`config.mk`:
```
export PLATFORM = sky130hd
export DESIGN_NAME = execute_stage_p
export DESIGN_NICKNAME = d
export VERILOG_FILES = /design/src/rtl/execute_stage_p.sv
export SDC_FILE = /design/constraint.sdc
export NUM_CORES = 1
export LEC_CHECK = 0
export CORE_ASPECT_RATIO = 0.8
export CORE_UTILIZATION = 46
export DETAILED_ROUTE_END_ITERATION = 16
export PLACE_DENSITY = 0.76
export SYNTH_ARGS = -nofsm -noshare
export SYNTH_HDL_FRONTEND = slang
export SYNTH_SLANG_ARGS = --single-unit
```
`constraint.sdc`:
```
create_clock -name clk -period 3.8 [get_ports clk]
set_clock_uncertainty 0.1 [all_clocks]
set_input_delay 0.76 -clock clk [delete_from_list [all_inputs] [get_ports clk]]
set_output_delay 0.76 -clock clk [all_outputs]
set_load 0.01 [all_outputs]
```
`src/rtl/execute_stage_p.sv`:
```
// ---------------------------------------------------------------------------
// execute_stage_p
//   Execute pipeline stage between decode/register-read and memory. Runs one
//   ALU operation per accepted instruction and registers the result, the
//   forwarded store operand and the N/Z/C/V flags into the EX/MEM register.
//   Valid/ready handshake, downstream stall, flush, and a WIDTH-cycle
//   shift-add unsigned multiply.
//
// Ports
//   clk         rising-edge clock
//   reset       asynchronous, active-low; clears all state
//   in_valid    upstream presents an instruction
//   in_ready    stage can accept this cycle (idle and not stalled)
//   ALUControl  000 ADD, 001 SUB, 010 AND, 011 OR, 100 XOR, 101 SLT,
//               110 MUL, 111 PASSB
//   toALU1/2    operands A, B
//   storedRt1   store data travelling with the instruction
//   stall_in    downstream stall; EX/MEM register holds
//   flush       kill in-flight work (synchronous, highest priority)
//   memAddr     registered ALU result
//   storedRt2   registered store data
//   out_valid   EX/MEM register holds a valid instruction
//   negative, zero, CarryOut, overflow   registered flags
//   busy        multiply in progress
//
// state | meaning
// ------+---------------------------------------------------------------
// IDLE  | ready for a new instruction (non-MUL ops complete here)
// MUL   | shift-add iterations, one multiplier bit per cycle
// DONE  | product ready, waiting for a non-stalled cycle to load EX/MEM
// ---------------------------------------------------------------------------
module execute_stage_p #(
  parameter int WIDTH = 32
) (
  input  logic             clk,
  input  logic             reset,
  input  logic             in_valid,
  output logic             in_ready,
  input  logic [2:0]       ALUControl,
  input  logic [WIDTH-1:0] toALU1,
  input  logic [WIDTH-1:0] toALU2,
  input  logic [WIDTH-1:0] storedRt1,
  input  logic             stall_in,
  input  logic             flush,
  output logic [WIDTH-1:0] memAddr,
  output logic [WIDTH-1:0] storedRt2,
  output logic             out_valid,
  output logic             negative,
  output logic             zero,
  output logic             CarryOut,
  output logic             overflow,
  output logic             busy
);

  localparam int CW = $clog2(WIDTH);
  localparam logic [CW-1:0] LAST_ITER = CW'(WIDTH - 1);

  localparam logic [2:0] OP_ADD   = 3'b000;
  localparam logic [2:0] OP_SUB   = 3'b001;
  localparam logic [2:0] OP_AND   = 3'b010;
  localparam logic [2:0] OP_OR    = 3'b011;
  localparam logic [2:0] OP_XOR   = 3'b100;
  localparam logic [2:0] OP_SLT   = 3'b101;
  localparam logic [2:0] OP_MUL   = 3'b110;
  localparam logic [2:0] OP_PASSB = 3'b111;

  typedef enum logic [1:0] {
    S_IDLE = 2'd0,
    S_MUL  = 2'd1,
    S_DONE = 2'd2
  } state_t;

  state_t state, state_nxt;

  logic [CW-1:0]        cnt;
  logic [2*WIDTH-1:0]   mcand;
  logic [WIDTH-1:0]     mplier;
  logic [2*WIDTH-1:0]   acc;
  logic [WIDTH-1:0]     st_hold;

  logic accept;
  logic is_mul;

  assign in_ready = (state == S_IDLE) && !stall_in;
  assign busy     = (state != S_IDLE);
  // in_ready does not look at flush, so the kill must also gate acceptance.
  assign accept   = in_valid && in_ready && !flush;
  assign is_mul   = (ALUControl == OP_MUL);

  // ---------------- single-cycle ALU ----------------
  logic [WIDTH:0]   add_full;
  logic [WIDTH:0]   sub_full;
  logic [WIDTH-1:0] alu_res;
  logic             alu_c;
  logic             alu_v;
  logic             slt_bit;

  assign add_full = {1'b0, toALU1} + {1'b0, toALU2};
  assign sub_full = {1'b0, toALU1} + {1'b0, ~toALU2} + {{WIDTH{1'b0}}, 1'b1};
  assign slt_bit  = $signed(toALU1) < $signed(toALU2);

  always_comb begin
    alu_res = '0;
    alu_c   = 1'b0;
    alu_v   = 1'b0;
    case (ALUControl)
      OP_ADD: begin
        alu_res = add_full[WIDTH-1:0];
        alu_c   = add_full[WIDTH];
        alu_v   = (toALU1[WIDTH-1] == toALU2[WIDTH-1]) &&
                  (add_full[WIDTH-1] != toALU1[WIDTH-1]);
      end
      OP_SUB: begin
        // carry out of A + ~B + 1 is the "no borrow" indication
        alu_res = sub_full[WIDTH-1:0];
        alu_c   = sub_full[WIDTH];
        alu_v   = (toALU1[WIDTH-1] != toALU2[WIDTH-1]) &&
                  (sub_full[WIDTH-1] != toALU1[WIDTH-1]);
      end
      OP_AND:   alu_res = toALU1 & toALU2;
      OP_OR:    alu_res = toALU1 | toALU2;
      OP_XOR:   alu_res = toALU1 ^ toALU2;
      OP_SLT:   alu_res = {{(WIDTH-1){1'b0}}, slt_bit};
      OP_PASSB: alu_res = toALU2;
      default:  alu_res = '0;
    endcase
  end

  // ---------------- multiply result ----------------
  logic [WIDTH-1:0] mul_res;
  logic             mul_v;

  assign mul_res = acc[WIDTH-1:0];
  assign mul_v   = |acc[2*WIDTH-1:WIDTH];

  // ---------------- FSM ----------------
  always_ff @(posedge clk or negedge reset) begin
    if (!reset) state <= S_IDLE;
    else        state <= state_nxt;
  end

  always_comb begin
    state_nxt = state;
    case (state)
      S_IDLE:  if (accept && is_mul) state_nxt = S_MUL;
      // iterations run regardless of stall_in; only the EX/MEM load waits
      S_MUL:   if (cnt == LAST_ITER) state_nxt = S_DONE;
      S_DONE:  if (!stall_in)        state_nxt = S_IDLE;
      default: state_nxt = S_IDLE;
    endcase
    if (flush) state_nxt = S_IDLE;
  end

  // ---------------- multiplier datapath ----------------
  always_ff @(posedge clk or negedge reset) begin
    if (!reset) begin
      cnt     <= '0;
      mcand   <= '0;
      mplier  <= '0;
      acc     <= '0;
      st_hold <= '0;
    end else if (flush) begin
      cnt <= '0;
    end else if (accept && is_mul) begin
      mcand   <= {{WIDTH{1'b0}}, toALU1};
      mplier  <= toALU2;
      acc     <= '0;
      cnt     <= '0;
      st_hold <= storedRt1;
    end else if (state == S_MUL) begin
      // multiplicand walks left while multiplier bits are consumed LSB first
      if (mplier[0]) acc <= acc + mcand;
      mcand  <= mcand << 1;
      mplier <= mplier >> 1;
      cnt    <= cnt + CW'(1);
    end
  end

  // ---------------- EX/MEM register ----------------
  always_ff @(posedge clk or negedge reset) begin
    if (!reset) begin
      memAddr   <= '0;
      storedRt2 <= '0;
      out_valid <= 1'b0;
      negative  <= 1'b0;
      zero      <= 1'b0;
      CarryOut  <= 1'b0;
      overflow  <= 1'b0;
    end else if (flush) begin
      // data registers keep their contents; only the valid bit is killed
      out_valid <= 1'b0;
    end else if (!stall_in) begin
      if (state == S_DONE) begin
        memAddr   <= mul_res;
        storedRt2 <= st_hold;
        out_valid <= 1'b1;
        negative  <= mul_res[WIDTH-1];
        zero      <= (mul_res == '0);
        CarryOut  <= 1'b0;
        overflow  <= mul_v;
      end else if (accept && !is_mul) begin
        memAddr   <= alu_res;
        storedRt2 <= storedRt1;
        out_valid <= 1'b1;
        negative  <= alu_res[WIDTH-1];
        zero      <= (alu_res == '0);
        CarryOut  <= alu_c;
        overflow  <= alu_v;
      end else begin
        out_valid <= 1'b0;
      end
    end
  end

endmodule

```
[Word level (Yosys, flattened, before mapping)]
Index checks and enable logic that the tools add are counted.
Word-level totals
  output and inout bits: 71
  input port bits: 104
  register bits: 268
Cells by class
  equal/unequal tests: 18
  reduce and logical (&&, ||, !) cells: 25
  bitwise gates (word level): 6
  add/subtract/negate cells: 5
  order comparisons: 1
  muxes and demuxes: 34
Operators with widths (count)
  two-way mux 64 bit: 5
  case mux 32 bit (7 select lines): 1
  two-way mux 32 bit: 6
  adder 32 x 32 -> 33 bit: 2
  adder 64 bit: 1
  zero test 32 bit: 2
  adder 33 x 1 -> 33 bit, second input constant: 1
  AND 32 bit: 1
  less-than comparator 32 bit: 1
  NOT 32 bit: 1
  OR 32 bit: 1
  OR reduction 32 bit: 1
  bitwise XOR 32 bit: 1
  two-way mux 5 bit: 3
  == test 3 bit, second input constant: 4
  two-way mux 1 bit: 12
  AND reduction 3 bit: 3
  two-way mux 2 bit: 4
  nonzero test 2 bit: 4
  logical AND 1 bit: 7
  == test 3 x 2 -> 1 bit, second input constant: 2
  != test 3 bit, second input constant: 2
  case mux 2 bit (3 select lines): 1
  adder 5 x 1 -> 5 bit, second input constant: 1
  15 further kinds: 22

[Logic depth before layout (Yosys ltp)]
Gate-level depths: netlist of the first run.
  depth in word-level cells: 9
  mapped depth: 15
  depth with buffers taken out: 15

[Worst setup path after synthesis of the first run]
No wires, ideal clock.
  path kind: input-to-reg
  start: input port toALU1[0]
  end: register zero
  buffers on the path: 0
  path slack: -0.037 ns
  required time: 3.596 ns
  arrival: 3.633 ns
  library setup time: 0.104 ns
  cell stages on the path: 13
  cell sequence: ha_1 -> fa_1 -> a211oi_2 -> o211ai_1 -> nand3_2 -> o211a_1 -> o211ai_1 -> a21bo_1 -> a211o_1 -> a211oi_1 -> nor2_1 -> a311o_1 -> o41ai_2
On the way
  word-level cells in the longest chain between the ends: 6
  elaborated cells between the ends (all ways): 11
  classes of those cells: add/sub: 3; order compare: 1; mux: 3; bitwise: 3; reduce/logical: 1
RTL lines
  from (decl): line 40  | input logic [WIDTH-1:0] toALU1,
  adder 32 x 32 -> 33 bit: line 99  | assign sub_full = {1'b0, toALU1} + {1'b0, ~toALU2} + {{WIDTH{1'b0}}, 1'b1};
  adder 33 x 1 -> 33 bit: line 99
  case mux 32 bit (7 select lines) *: line 106  | case (ALUControl)
  zero test 32 bit *: line 206  | zero <= (alu_res == '0);
  two-way mux 1 bit *: line 201  | end else if (accept && !is_mul) begin
  two-way mux 1 bit *: line 193  | if (state == S_DONE) begin
  to (signal assigned): line 198  | zero <= (mul_res == '0);
  to (signal assigned): line 206
  to (decl): line 49  | output logic zero,
Mark *: on every way between the ends. The rest lies on a longest branch, timed or not. The select of a mux whose other input is x is not followed.
A chain may end at the register's enable or synchronous reset.

[Worst setup path in the final report of the first run]
  start: input port toALU1[18]
  end: register zero
Same word-level chain as after synthesis.

==> results.rst, run 1 <==
.. list-table::
   :header-rows: 1

   * - Metric
     - Value
   * - Result of the run
     - finished with violations
   * - Failing checks
     - setup timing
   * - Cell chosen for the clock root
     - sky130_fd_sc_hd__clkbuf_16
   * - Total power draw
     - 0.0103 W
   * - Fraction of the yosys area taken by sequential cells
     - 0.319
   * - CTS tree
     - yes
   * - GPL Wtd Cong
     - 1.06
   * - Depth of the worst register-to-register path
     - 14
   * - Warning count from the yosys run
     - 0
   * - Post-synthesis simple-gate area fraction
     - 0.190
   * - Average instance area after synthesis
     - 8.12 um2
   * - Multiplexer share of the synthesized area
     - 0.0561
   * - Highest-count cells in the layout ignoring fill and taps
     - sky130_fd_sc_hd__buf_4 (424), sky130_fd_sc_hd__nand2_1 (343), sky130_fd_sc_hd__dfrtp_1 (267)
   * - Number of buffers created by CTS
     - 30
   * - Commonest register cell after synthesis
     - sky130_fd_sc_hd__dfrtp_1
   * - EDFF count, synth
     - 0
   * - Cts-stage hold buffer count
     - 0
   * - Final-stage net count
     - 3364
   * - Maximum ir drop on the vdd rail
     - 412 uV
   * - Lkg Pwr
     - roughly 13 nW
   * - Commonest non-fill, non-tap cell in the layout
     - sky130_fd_sc_hd__buf_4
   * - Slew margin rel.
     - 0.402
   * - Initial cell density of the core
     - 0.469
   * - Crit. End Element
     - register
   * - Number of distinct library cells after synthesis
     - 93
   * - Fraction of registers with async set or reset after synthesis
     - 1.00
   * - Overflow left after global routing
     - 0
   * - H-tree levels
     - 1
   * - Transition time at the pin with the least slew margin
     - 0.895 ns
   * - Post-route DRC
     - 0
   * - Core Box Area
     - about 0.045 mm2
   * - Data required time of the worst path
     - 4.20 ns
   * - Worst setup margin
     - -0.0226 ns
   * - Clock latency on the worst-skew pair
     - 0.61 ns
   * - Total GRT Usage
     - 0.326
   * - Count of endpoints failing setup in the final report
     - 1
   * - Number of buffers on the longest clock path
     - 3
   * - Main combinational cell family by area after synthesis
     - compound AO/OA/AOI/OAI gates
   * - Width of the chip
     - 241 um
   * - Minimum hold slack
     - about 0.093 ns
   * - Total instance count after detailed placement
     - between 3000 and 4000
   * - Net count after synthesis
     - 2867
   * - Synthesized-area fraction occupied by ao, oa, aoi and oai cells
     - 0.240
   * - Total standard cell area after synthesis
     - 0.0210 mm2
   * - Critical-path maximum fanout
     - 3
   * - Largest net degree at the start of global routing
     - 96
   * - Via density
     - 5.95
   * - Sort of element at the start of the critical path
     - primary input
   * - Die H
     - 193 um
   * - Proportion of layout cells with a drive suffix above 1
     - 0.220
   * - Iteration count of the initial detailed-routing pass
     - 7
   * - Remaining antenna violation count
     - 0
   * - Num ports
     - about 180
   * - Post-Synth XOR/XNOR Area
     - 0.0330
   * - Post-Synthesis Cells
     - 2582
   * - Met2 global-route usage
     - 0.494
   * - Category of the critical setup timing path
     - in2reg
   * - Maximum clock frequency
     - between 0.2 and 0.3 GHz
   * - Share of the core filled with cells
     - 0.624
   * - Library cell contributing the largest single delay on the critical path
     - sky130_fd_sc_hd__clkdlybuf4s50_1
   * - Final HPWL DP
     - ~58 mm
   * - Time the final worst path needs with I/O delays and setup
     - around 3.8 ns
   * - Area enclosed by the die boundary
     - 0.0464 mm2
   * - Met3 Track Usage GR
     - 0.0652
   * - Layout Cells excl Fill
     - about 3700
   * - Worst setup timing slack at the placement stage
     - -1.07 ns
   * - Clock-pin slew reported for the worst setup and hold paths after clock tree synthesis
     - approximately 0.060 ns
   * - GRT met1 Usage
     - 0.464
   * - Max-cap violations
     - 0
   * - P per Cell Area
     - 368 mW/mm2
   * - Number of synthesized register bits
     - 267
   * - Std cell rows
     - between 60 and 70
   * - Total via count in the routed design
     - 22040
   * - Worst min path class
     - in2async
   * - Crit path largest cell delay
     - approximately 0.48 ns
   * - Layout overhead on the synthesized area
     - 33.0%
   * - Hold Vio Cnt, Final
     - 0
   * - GRT Max-Usage Layer
     - met2
   * - Share of the clock period used by the worst path
     - 1.01
   * - Wire length of the first global-routing pass
     - around 120 mm
   * - Count of buffers from port buffering
     - 174
   * - Via count of the first global-routing pass
     - 21479
   * - # clock sinks
     - 267
   * - Average wire per cell in the routed design
     - 20.6 um
   * - Total wire length after detailed routing
     - 76.3 mm
   * - RSZ-0062 raised after global routing
     - yes
   * - Initial antenna violation count
     - 1
   * - Final max-slew violation count
     - 0
   * - Antenna diode count
     - 0
   * - Data arrival at the endpoint of the critical path
     - about 4.2 ns
   * - Adder and majority cell fraction of the synthesized area
     - 0.109
   * - Cells traversed along the worst timing path
     - clkdlybuf4s50_1 -> inv_1 -> ha_1 -> buf_4 -> a221o_1 -> a211oi_2 -> buf_4 -> o211ai_1 -> and2_1 -> nand2_1 -> o21ai_0 -> nor4b_2 -> nand4_1 -> nor4_2 -> nand4_1 -> o41ai_2
   * - Initial DRC Count
     - 2112
metal layers:
layer / share of wire / up-vias
met2: 0.42 / 1056
met4: 0.037 / 0
met5: 0 / -
li1: - / 10248
met3: 0.094 / 175
met1: 0.45 / 10561
path summary, 6_finish.rpt:
kind                       slack [ns]                         to                    start
setup / recovery                -0.02           zero$_DFFE_PN0P_               toALU1[18]
hold / removal                   0.09  storedRt2[13]$_DFFE_PN0P_                    reset
setup reg to reg                 0.10        acc[62]$_DFFE_PN0P_     mcand[1]$_DFFE_PN0P_
hold reg to reg                  0.38    memAddr[15]$_DFFE_PN0P_  memAddr[15]$_DFFE_PN0P_
max in group asynchronous        2.69        acc[13]$_DFFE_PN0P_                    reset
min in group clk                 0.38    memAddr[15]$_DFFE_PN0P_  memAddr[15]$_DFFE_PN0P_
sequential cells by signal, indices dropped and copies added, names as in the netlist:
signal and flops:
out_valid 1, CarryOut 1, zero 1, acc 64, mplier 32, state 2, cnt 5, storedRt2 32
st_hold 32, overflow 1, memAddr 32, mcand 64
area by class of cell:
| class | instances | area (um2) |
|---|---|---|
| fill | 3882 | 16800 |
| multi-input combinational | 2042 | 13800 |
| sequential | 267 | 6680 |
| timing repair buffer | 623 | 5240 |
| clock buffer | 44 | 883 |
| tap | 603 | 754 |
| inverter | 115 | 432 |
| clock inverter | 11 | 121 |
kinds of logic (layout without fill, tap and decap cells):
| group | count (synthesis) | in the layout |
|---|---|---|
| flip-flops | 267 | 267 |
| multiplexers | 113 | 113 |
| AO/OA/AOI/OAI | 786 | 786 |
| adder cells (fa/ha/maj) | 181 | 181 |
| XOR/XNOR | 79 | 79 |
| buffers and inverters | 273 | 793 |
| AND/OR/NAND/NOR | 883 | 883 |
synth_stat cells (6+ instances only):
cell type                   instances  share of area
sky130_fd_sc_hd__a211o_1            7         0.0029
sky130_fd_sc_hd__a211oi_1          30          0.011
sky130_fd_sc_hd__a21o_1            55          0.020
sky130_fd_sc_hd__a21oi_1          227          0.054
sky130_fd_sc_hd__a221o_1            9         0.0043
sky130_fd_sc_hd__a221oi_1           9         0.0038
sky130_fd_sc_hd__a22o_1             8         0.0033
sky130_fd_sc_hd__a22oi_1            9         0.0032
sky130_fd_sc_hd__a31oi_1           52          0.016
sky130_fd_sc_hd__and2_1            14         0.0042
sky130_fd_sc_hd__and3_1            17         0.0051
sky130_fd_sc_hd__buf_1             13         0.0023
sky130_fd_sc_hd__buf_2             10         0.0024
sky130_fd_sc_hd__clkbuf_1         122          0.022
sky130_fd_sc_hd__dfrtp_1          267           0.32
sky130_fd_sc_hd__ha_1             178           0.11
sky130_fd_sc_hd__inv_1            114          0.020
sky130_fd_sc_hd__mux2_2            36          0.019
sky130_fd_sc_hd__mux2i_1           77          0.037
sky130_fd_sc_hd__nand2_1          346          0.062
sky130_fd_sc_hd__nand2b_1          24         0.0072
sky130_fd_sc_hd__nand3_1           95          0.023
sky130_fd_sc_hd__nand4_1           27         0.0081
sky130_fd_sc_hd__nor2_1           231          0.041
sky130_fd_sc_hd__nor2b_1           22         0.0066
sky130_fd_sc_hd__nor3_1            31         0.0074
sky130_fd_sc_hd__nor4_1            30         0.0090
sky130_fd_sc_hd__o2111ai_1          7         0.0029
sky130_fd_sc_hd__o211a_1            7         0.0033
sky130_fd_sc_hd__o211ai_1          35          0.013
sky130_fd_sc_hd__o21a_1            11         0.0039
sky130_fd_sc_hd__o21ai_0          192          0.046
sky130_fd_sc_hd__o21ai_1           14         0.0033
sky130_fd_sc_hd__o21bai_1          20         0.0072
sky130_fd_sc_hd__o221ai_1           6         0.0025
sky130_fd_sc_hd__o22ai_1            6         0.0018
sky130_fd_sc_hd__o31ai_1           22         0.0079
sky130_fd_sc_hd__or3_1             15         0.0045
sky130_fd_sc_hd__or4_1              6         0.0021
sky130_fd_sc_hd__xnor2_1           52          0.022
sky130_fd_sc_hd__xor2_1            27          0.011
where the power goes:
part	switching (W)	internal, W
sequential	0.000384	0.00331
combinational	0.00184	0.00176
clock	0.00128	0.00169
repair_timing:
| action | CTS | global route |
|---|---|---|
| buffers inserted | 3 | 17 |
| endpoints found under the setup margin | 26 | 31 |
| pin swaps | 9 | 37 |
| gates resized for setup | 50 | 144 |
through the flow:
| step | setup TNS, ns | instance area [um2] |
|---|---|---|
| final | -0.0226 | 27900 |
| after global routing | -0.451 | 27900 |
| after CTS | -0.118 | 27300 |
| after detailed placement | -17.25 | 26200 |
| after global placement | -15.19 | 26200 |
| after floorplan | 0 | 21000 |
worst max-delay path, delay by kind of cell:
kind,cells,cell delay [ns]
and+or+nand+nor,6,1.19
adders and majority gates,1,0.35
buffers and inverters,4,0.88
AOI/OAI and AO/OA,5,1.06
No activity file was read; power rests on OpenSTA's default activity.
==> inputs of run 2 (changes only) <==
==> constraint.sdc (replaced) <==
create_clock -name clk -period 4.7 [get_ports clk]
set_clock_uncertainty 0.1 [all_clocks]
set_input_delay 0.94 -clock clk [delete_from_list [all_inputs] [get_ports clk]]
set_output_delay 0.94 -clock clk [all_outputs]
set_load 0.01 [all_outputs]
==> run 2 against run 1 <==
  * The flow now finishes without violations
  * Global-route usage down 1.1 points
  * First-iteration DRC count down 4.6%
  * Register-to-register slack better by 0.25 ns
  * Critical endpoint unchanged
  * Highest routed layer is now met5
==> results.rst, run 2 (same netlist as run 1, synthesis figures left out) <==
.. list-table::
   :header-rows: 1

   * - Metric
     - Value
   * - Result of the run
     - complete, no violations
   * - Clock network fraction of design power
     - 0.307 (+0.018)
   * - Met2 global-route usage
     - 0.473 (-0.0218)
   * - Comb pwr share
     - 0.321 (-0.030)
   * - Total GRT Usage
     - 0.315 (-0.0112)
   * - Final-stage net count
     - 3156 (-6.2%)
   * - Overflow left after global routing
     - 0 (unchanged)
   * - # clock sinks
     - 267 (unchanged)
   * - Number of buffers on the longest clock path
     - 3 (unchanged)
   * - Layout overhead on the synthesized area
     - 22.7%
   * - Final max-slew violation count
     - 0 (unchanged)
   * - Antenna diode count
     - 0 (unchanged)
   * - Total power draw
     - 0.00802 W (-22%)
   * - Largest registers
     - acc (64), mcand (64)
   * - CTS tree
     - yes
   * - Num ports
     - 175 (unchanged)
   * - Iteration count of the initial detailed-routing pass
     - 5 (-2)
   * - Transition time at the pin with the least slew margin
     - 1.05 ns (+0.158 ns)
   * - Share of the core filled with cells
     - 0.575 (-0.0483)
   * - Std cell rows
     - 69 (unchanged)
   * - Initial cell density of the core
     - 0.469 (unchanged)
   * - Cell chosen for the clock root
     - sky130_fd_sc_hd__clkbuf_16
   * - Internal power component
     - 0.00532 W (-21%)
   * - Sort of element at the start of the critical path
     - primary input
   * - Die H
     - 193 um (unchanged)
   * - Post-route DRC
     - 0 (unchanged)
   * - H-tree levels
     - 1 (unchanged)
   * - Clock latency on the worst-skew pair
     - 0.61 ns (about the same)
   * - Count of buffers from port buffering
     - 174 (unchanged)
   * - Switching share of total power
     - 0.337 (-0.00514)
   * - Met3 Track Usage GR
     - 0.0585 (-0.00669)
   * - Maximum ir drop on the vdd rail
     - 252 uV (-39%)
   * - Cts-stage hold buffer count
     - 0 (unchanged)
   * - Category of the critical setup timing path
     - in2reg
   * - Commonest non-fill, non-tap cell in the layout
     - sky130_fd_sc_hd__nand2_1
   * - Post-CTS setup buffers
     - 0 (-3)
   * - GRT met1 Usage
     - 0.460 (-0.00318)
   * - Crit. End Element
     - register
   * - Via count of the first global-routing pass
     - 20019 (-6.8%)
   * - Remaining antenna violation count
     - 0 (unchanged)
   * - Highest-count cells in the layout ignoring fill and taps
     - sky130_fd_sc_hd__nand2_1 (345), sky130_fd_sc_hd__dfrtp_1 (267), sky130_fd_sc_hd__buf_4 (237)
   * - GPL Wtd Cong
     - 1.05 (-0.46%)
   * - Width of the chip
     - 241 um (unchanged)
   * - Max-cap violations
     - 0 (unchanged)
   * - Initial DRC Count
     - 2014 (-4.6%)
   * - Maximum clock frequency
     - 0.222 GHz
   * - Largest net degree at the start of global routing
     - 174 (+81%)
   * - Total via count in the routed design
     - 21000 (-4.7%)
   * - Number of buffers created by CTS
     - 29 (-3.3%)
   * - Wire length of the first global-routing pass
     - 115 mm (-3.7%)
   * - Share of the clock period used by the worst path
     - 0.958
   * - Lkg Pwr
     - 12.3 nW (-8.5%)
   * - Time the final worst path needs with I/O delays and setup
     - 4.50 ns
   * - Via density
     - 6.01 (+0.98%)
   * - Proportion of layout cells with a drive suffix above 1
     - 0.128 (-0.0919)
   * - Average wire per cell in the routed design
     - 20.9 um (+1.5%)
   * - Minimum hold slack
     - 0.262 ns (+0.169 ns)
   * - Initial antenna violation count
     - 2 (+1)
   * - Final HPWL DP
     - 54.9 mm (-5.5%)
   * - Core Box Area
     - 0.0447 mm2 (unchanged)
   * - GRT Max-Usage Layer
     - met2
   * - Clock-pin slew reported for the worst setup and hold paths after clock tree synthesis
     - 0.06 ns (about the same)
   * - Area enclosed by the die boundary
     - 0.0464 mm2 (unchanged)
   * - Sequential group share of total power
     - 0.372 (+0.012)
   * - Hold Vio Cnt, Final
     - 0 (unchanged)
   * - Total wire length after detailed routing
     - 73.0 mm (-4.3%)
   * - Count of endpoints failing setup in the final report
     - 0 (-1)
   * - RSZ-0062 raised after global routing
     - no
   * - Total net switching power
     - 0.00270 W (-23%)
   * - Slew margin rel.
     - 0.298 (-0.104)
   * - Critical-path maximum fanout
     - 4 (+1)
   * - P per Cell Area
     - 311 mW/mm2 (-15%)
   * - Data required time of the worst path
     - 5.10 ns (+0.90 ns)
   * - Data arrival at the endpoint of the critical path
     - 4.90 ns (+0.67 ns)
   * - Worst min path class
     - in2async
## run 2: changes by cell type in the layout (fill, tap and decap cells not counted), sizes merged, moves of 3 or more
cell	change
buf	-211
clkdlybuf4s50	+20
clkbuf	-14
dlymetal6s2s	-5
bufinv	+3
## run 2: final timing paths
path / from / end / slack, ns / cells past startpoint
worst max-delay path: toALU1[1] / zero$_DFFE_PN0P_ / 0.20 / 15
worst min-delay path: reset / st_hold[9]$_DFFE_PN0P_ / 0.26 / 1
worst max register to register: acc[0]$_DFFE_PN0P_ / acc[62]$_DFFE_PN0P_ / 0.35 / 15
worst min register to register: memAddr[10]$_DFFE_PN0P_ / memAddr[10]$_DFFE_PN0P_ / 0.38 / 2
max in group asynchronous: reset / memAddr[4]$_DFFE_PN0P_ / 3.32 / 2
min in group clk: memAddr[10]$_DFFE_PN0P_ / memAddr[10]$_DFFE_PN0P_ / 0.38 / 2
## run 2: timing repair
item / in CTS / in global routing
resized for setup: 0 / 4
endpoints found under the setup margin: 0 / 1
endpoints found under the hold margin: 0 / 0
## run 2: power by group through the flow
stage	Combinational [W]	Clock, W	Sequential (W)
global placement	0.00247	0	0.00299
global route	0.00280	0.00260	0.00302
floorplan	0.00139	0	0.00295
finish	0.00257	0.00246	0.00298
CTS	0.00254	0.00251	0.00297
detailed placement	0.00252	0	0.00300
## run 2: stage by stage
| stage | TNS (ns) | instance area (um2) | worst slack, ns | cells |
|---|---|---|---|---|
| global placement | -0.778 | 24700 | -0.314 | 3443 |
| floorplan | 0 | 21000 | 0.683 | 2582 |
| finish | 0 | 25700 | 0.197 | 3496 |
| global route | 0 | 25700 | 0.0583 | 3496 |
| CTS | 0 | 25700 | 0.224 | 3496 |
| detailed placement | -1.04 | 24700 | -0.378 | 3443 |
## run 2: critical path: stages
cell and delay, ns:
sky130_fd_sc_hd__clkdlybuf4s50_1 0.51, sky130_fd_sc_hd__inv_1 0.09, sky130_fd_sc_hd__ha_1 0.36, sky130_fd_sc_hd__a211o_1 0.27, sky130_fd_sc_hd__a211o_1 0.33, sky130_fd_sc_hd__a311oi_4 0.34
sky130_fd_sc_hd__buf_4 0.21, sky130_fd_sc_hd__o21ai_4 0.09, sky130_fd_sc_hd__o221ai_4 0.23, sky130_fd_sc_hd__o211ai_1 0.14, sky130_fd_sc_hd__a211o_1 0.36, sky130_fd_sc_hd__xor2_1 0.16
sky130_fd_sc_hd__a211oi_1 0.44, sky130_fd_sc_hd__nand4_1 0.20, sky130_fd_sc_hd__o41ai_2 0.22
## run 2: cell type report
| type | instances | area (um2) |
|---|---|---|
| Tap cell | 603 | 754 |
| Clock inverter | 14 | 201 |
| Fill cell | 4134 | 19000 |
| Timing Repair Buffer | 416 | 3620 |
| Inverter | 115 | 432 |
| Multi-Input combinational cell | 2042 | 13200 |
| Sequential cell | 267 | 6680 |
| Clock buffer | 39 | 813 |
## run 2: layer usage
metal  wire, um  vias to the layer above
li1           -                     9835
met1      33700                    10137
met2      30900                      891
met3       6390                      135
met4       2060                        2
met5          9                        -
